File: src/rtl/cpu_ctrl.sv
// Instruction-cycle sequencer for the 8-bit accumulator CPU: steps 8 phases
// and decodes opcode/zero into datapath strobes. Strobes are combinational from state.
module cpu_ctrl #(
  parameter int PHASE_W    = 3,
  parameter bit HLT_RESUME = 1'b0
) (
  input  logic               clk,
  input  logic               rst_,
  input  logic [2:0]         opcode,
  input  logic               zero,
  input  logic               go,
  output logic               sel,
  output logic               rd,
  output logic               ld_ir,
  output logic               inc_pc,
  output logic               ld_pc,
  output logic               ld_ac,
  output logic               wr,
  output logic               data_e,
  output logic               halt,
  output logic [PHASE_W-1:0] phase
);

  localparam logic [2:0] OP_HLT = 3'b000;
  localparam logic [2:0] OP_SKZ = 3'b001;
  localparam logic [2:0] OP_ADD = 3'b010;
  localparam logic [2:0] OP_AND = 3'b011;
  localparam logic [2:0] OP_XOR = 3'b100;
  localparam logic [2:0] OP_LDA = 3'b101;
  localparam logic [2:0] OP_STO = 3'b110;
  localparam logic [2:0] OP_JMP = 3'b111;

  // HALTED low bits equal 4 so the phase output holds 4 without extra logic.
  typedef enum logic [3:0] {
    INST_ADDR  = 4'd0,
    INST_FETCH = 4'd1,
    INST_LOAD  = 4'd2,
    IDLE       = 4'd3,
    OP_ADDR    = 4'd4,
    OP_FETCH   = 4'd5,
    ALU_OP     = 4'd6,
    STORE      = 4'd7,
    HALTED     = 4'd12
  } state_t;

  state_t r_state;
  logic   w_aluop;

  assign w_aluop = (opcode == OP_ADD) || (opcode == OP_AND) ||
                   (opcode == OP_XOR) || (opcode == OP_LDA);
  assign phase   = r_state[PHASE_W-1:0];

  always_ff @(posedge clk or negedge rst_) begin
    if (!rst_) begin
      r_state <= INST_ADDR;
    end else begin
      case (r_state)
        INST_ADDR:  r_state <= INST_FETCH;
        INST_FETCH: r_state <= INST_LOAD;
        INST_LOAD:  r_state <= IDLE;
        IDLE:       r_state <= OP_ADDR;
        OP_ADDR:    r_state <= (opcode == OP_HLT) ? HALTED : OP_FETCH;
        OP_FETCH:   r_state <= ALU_OP;
        ALU_OP:     r_state <= STORE;
        STORE:      r_state <= INST_ADDR;
        HALTED:     r_state <= (HLT_RESUME && go) ? INST_ADDR : HALTED;
        default:    r_state <= INST_ADDR;
      endcase
    end
  end

  always_comb begin
    sel    = 1'b0;
    rd     = 1'b0;
    ld_ir  = 1'b0;
    inc_pc = 1'b0;
    ld_pc  = 1'b0;
    ld_ac  = 1'b0;
    wr     = 1'b0;
    data_e = 1'b0;
    halt   = 1'b0;
    case (r_state)
      INST_ADDR:  sel = 1'b1;
      INST_FETCH: begin sel = 1'b1; rd = 1'b1; end
      INST_LOAD,
      IDLE:       begin sel = 1'b1; rd = 1'b1; ld_ir = 1'b1; end
      OP_ADDR:    begin inc_pc = 1'b1; halt = (opcode == OP_HLT); end
      OP_FETCH:   rd = w_aluop;
      ALU_OP: begin
        rd     = w_aluop;
        inc_pc = (opcode == OP_SKZ) && zero;
        ld_pc  = (opcode == OP_JMP);
        data_e = (opcode == OP_STO);
      end
      STORE: begin
        rd     = w_aluop;
        ld_ac  = w_aluop;
        ld_pc  = (opcode == OP_JMP);
        inc_pc = (opcode == OP_JMP);
        wr     = (opcode == OP_STO);
        data_e = (opcode == OP_STO);
      end
      HALTED:     begin sel = 1'b1; halt = 1'b1; end
      default:    ;
    endcase
  end

endmodule
File: config.mk
export PLATFORM = sky130hd
export DESIGN_NAME = cpu_ctrl
export DESIGN_NICKNAME = d
export VERILOG_FILES = /design/src/rtl/cpu_ctrl.sv
export SDC_FILE = /design/constraint.sdc
export NUM_CORES = 1
export LEC_CHECK = 0
export ABC_AREA = 1
export CAP_MARGIN = 20
export CORE_AREA = 2 2 39 41
export DETAILED_ROUTE_END_ITERATION = 10
export DIE_AREA = 0 0 41 43
export PLACE_DENSITY_LB_ADDON = 0.3
export SETUP_SLACK_MARGIN = 0.2
export SLEW_MARGIN = 20
export SYNTH_ARGS = -nofsm -noshare
export SYNTH_HDL_FRONTEND = slang
export SYNTH_SLANG_ARGS = --single-unit
File: constraint.sdc
create_clock -name clk -period 1.1 [get_ports clk]
set_input_delay 0.22 -clock clk [delete_from_list [all_inputs] [get_ports clk]]
set_output_delay 0.22 -clock clk [all_outputs]
set_load 0.1 [all_outputs]
Word level (Yosys, flattened, before mapping)
Cells that the tools add are included.
- register bits after elaboration: 4
- input port bits: 7
- eq/ne operators: 15
- mux-type cells: 11
- reduce and logical (&&, ||, !) cells: 11
- operator list (cell ; number):
    $pmux 4 s8 ; 1
    $eq 4x3->1 const B ; 4
    $eq 3x3->1 const B ; 4
    $eq 4x2->1 const B ; 2
    $eq 3x2->1 const B ; 2
    $mux 1 ; 6
    $reduce_or 3->1 ; 2
    $reduce_or 5->1 ; 1
    $eq 4x1->1 const B ; 1
    $eq 4x4->1 const B ; 1
    $logic_not 4->1 ; 1
    $mux 4 ; 1
    $pmux 1 s2 ; 2
    $reduce_or 2->1 ; 2
    $eq 3x1->1 const B ; 1
    $logic_not 3->1 ; 1
    $logic_or 1x1->1 ; 3
    $pmux 1 s3 ; 1
    $logic_and 1x1->1 ; 1

Longest topological paths before layout
- depth in word-level cells: 5
- gate-level depth with buffers: 6

Worst setup path after synthesis
No wires, ideal clock.
- kind: flip-flop to output port
- from: reg r_state[1]
- to: out sel
- arrival: 2.700 ns
- stages on the path, launching flop included: 4
- buffers on the path: 0
- setup slack: -1.820 ns
- path through: dfrtp_1 inv_1 nand2_1 o21ai_0
- cells in the longest elaborated chain, start to end: 3
- ends and longest elaborated chain (item ; line ; text):
    start, declared ; 46 ; state_t r_state;
    start signal, assigned ; 62 ; OP_ADDR: r_state <= (opcode == OP_HLT) ? HALTED : OP_FETCH;
    start signal, assigned ; 66 ; HALTED: r_state <= (HLT_RESUME && go) ? INST_ADDR : HALTED;
    $eq 4x4->1, or another cell as far along ; 82 ; case (r_state)
    $reduce_or 5->1 (no line) (*) ; - ;
    $mux 1 (*) ; 82 ;
    end, declared ; 12 ; output logic sel,
Every way passes the cells marked *; elsewhere a longest branch is shown, timed or not.

Worst setup path in the final report
- from: reg r_state[3]
- to: out rd
- cells in the longest elaborated chain, start to end: 3
- ends and longest elaborated chain (item ; line ; text):
    $eq 4x3->1, or another cell as far along ; 82 ;
    $reduce_or 3->1 (no line) ; - ;
    $pmux 1 s2 (*) ; 82 ;
    end, declared ; 13 ; output logic rd,
Marked as above.

==> results.cfg <==
[drt]
vias = 505
first_iter_violations = 7
final_antenna_net_count = 0
vias_per_cell = 4.51
drc = 0
finalWirelength_mm = 1.34
first_pass_iters = 3
routedWlPerCell_um = 11.9

[yosys]
ys_ff_latch = 4
synth_nets = 62
syn_avg_cell_area_um2 = 6.05
seq_area_frac_synth_pct = 30.1
yosys_warnings = 0
synthCells = 55
synth_cell_types = 12
syn-cell-area_um2 = 333

[placement]
io_buffers = 17
hpwl_um = 854
gp_congestion = 0.843

[sta]
finalCriticalPeriod_ns = 1.55
drv_slew = 0
timing.final.crit_share_pct = 141
rsz0062_at_grt = true
fin_skew_ns = 0.0107
worst_pin_slew_ns = 0.207
hold_viol = 0
relSlewSlack_pct = 86.2
setup_viol = 12
finalWorstSetupSlack_ns = -0.449
maxClockFrequency_mhz = 646
whs_ns = 0.179

[clock_network]
cts_buffers = 3
cts_tree = built
clk_pin_slew_worst_paths_ns = 0.04
cts.htree.levels = 1
cts_buffer_depth = 2
cts_hold_buf = 0
cts_sinks = 4
clock_latency_ns = 0.24
clock-root-buffer = clkbuf_4

[worst_setup_path]
slowest_stage = dfrtp_1
cpLargestDelayFamily = buffers and inverters
end_kind = primary output
critPathArrivalTime_ns = 1.33
crit_type = reg -> out
r2r-end = r_state[2]
slowest_delay_ns = 0.39
critical_path.max_fanout = 4
reg2reg_depth = 5
path_cells = inv_2 > buf_4 > buf_6 > nand2_4 > a21oi_4 > buf_12
r2r_slack_ns = 0.06
cp.required_ns = 0.88
r2r-start = r_state[1]
startpoint_type = register
crit_buf_inv = 4

[global_route]
grt_usage_pct = 18.8
grt-ovfl-total = 0
grt_max_degree = 5
grt_pass1_wl_mm = 2.29
antenna_found_initial = 0
grt_pass1_vias = 564

[final_layout]
largest_reg_flops = 4
regMostFlops = r_state
top_regs = r_state: 4 flops
antenna_cells = 0
drive_gt1_share_pct = 74.0
fin_nets = 105
area_growth_pct = 207

[die]
fp.dieH_um = 43
fp-row-count = 14
ios = 19
design.core.area_um2 = 1380
dieArea_um2 = 1760
fp.dieW_um = 41
start_util_pct = 24.1

[flow_run]
max-cap-violations = 0

[status]
violations = negative setup slack
status = complete, but fails checks

[min_path]
hold_path_class = in -> async
==> what timing repair did <==
item	CTS	global route
pin swaps	10	6
buffers inserted	4	2
setup endpoints to repair	16	16
gates resized for setup	33	7
==> Yosys cell counts, drive strengths merged <==
| library cell | count | share of area [%] |
|---|---|---|
| nand2 | 19 | 23 |
| inv | 9 | 10 |
| nor2 | 8 | 9.0 |
| nand3 | 5 | 7.5 |
| dfrtp | 4 | 30 |
| a21oi | 3 | 4.5 |
| buf | 3 | 6.8 |
| nor3 | 3 | 7.5 |
| o21ai | 1 | 1.5 |
==> cells by family (layout without fill, tap and decap cells) <==
family                 Yosys count  after routing  share of synthesized area (%)
and+or+nand+nor                 35             35                           47.0
DFF                              4              4                           30.1
buffers and inverters           12             53                           16.9
AOI/OAI and AO/OA                4              4                           6.01
==> routing by layer <==
layer  part of all wire, %  vias to the layer above  GRT usage, %
li1                      -                      251             -
met5                     0                        -             0
met1                    35                      237          19.3
met4                     0                        0          4.00
met2                    60                       17          33.8
met3                   4.8                        0          6.81
==> worst max path at each step <==
stage / cells after the start / endpoint / start
floorplan: 4 / rd / r_state[1]
global placement: 5 / wr / opcode[0]
detailed placement: 5 / wr / opcode[0]
CTS: 6 / ld_pc / r_state[3]
global route: 5 / ld_ac / r_state[3]
finish: 6 / rd / r_state[3]
==> worst reg2reg max path: stages, from the launching register on <==
cell and delay [ns]:
dfrtp_1 0.43, nand2_2 0.14, inv_2 0.07, buf_4 0.13, nand2_1 0.05, nand3_1 0.09
==> metrics by stage <==
stage / setup TNS [ns] / area [um^2] / utilization [%] / worst slack, ns / instances
after floorplan: -4.51 / 402 / - / -0.632 / 55
after global placement: -4.05 / 825 / 59.6 / -0.530 / 103
after detailed placement: -4.15 / 825 / 59.6 / -0.533 / 103
after CTS: -4.04 / 973 / 70.3 / -0.455 / 110
after global routing: -4.78 / 1020 / 73.8 / -0.525 / 112
final: -4.15 / 1020 / 73.8 / -0.449 / 112
==> layout make-up <==
cell class                 instances  area, um^2
clock buffer                       3        22.5
fill                              86         363
inverter                           9        36.3
multi-input combinational         39         349
sequential                         4         103
tap                               16        20.0
timing repair buffer              41         490
==> cells in the final DEF (no fill, tap or decap), drive strengths merged <==
cell type / count
buf: 36
nand2: 19
inv: 9
nor2: 8
nand3: 5
dfrtp: 4
nor3: 3
clkbuf: 3
a21oi: 3
dlygate4sd2: 2
clkdlybuf4s50: 2
o21ai: 1
clkdlybuf4s15: 1
Power is not shown: default switching activity piles up to over one toggle a cycle in this logic, so the estimate is an artifact.
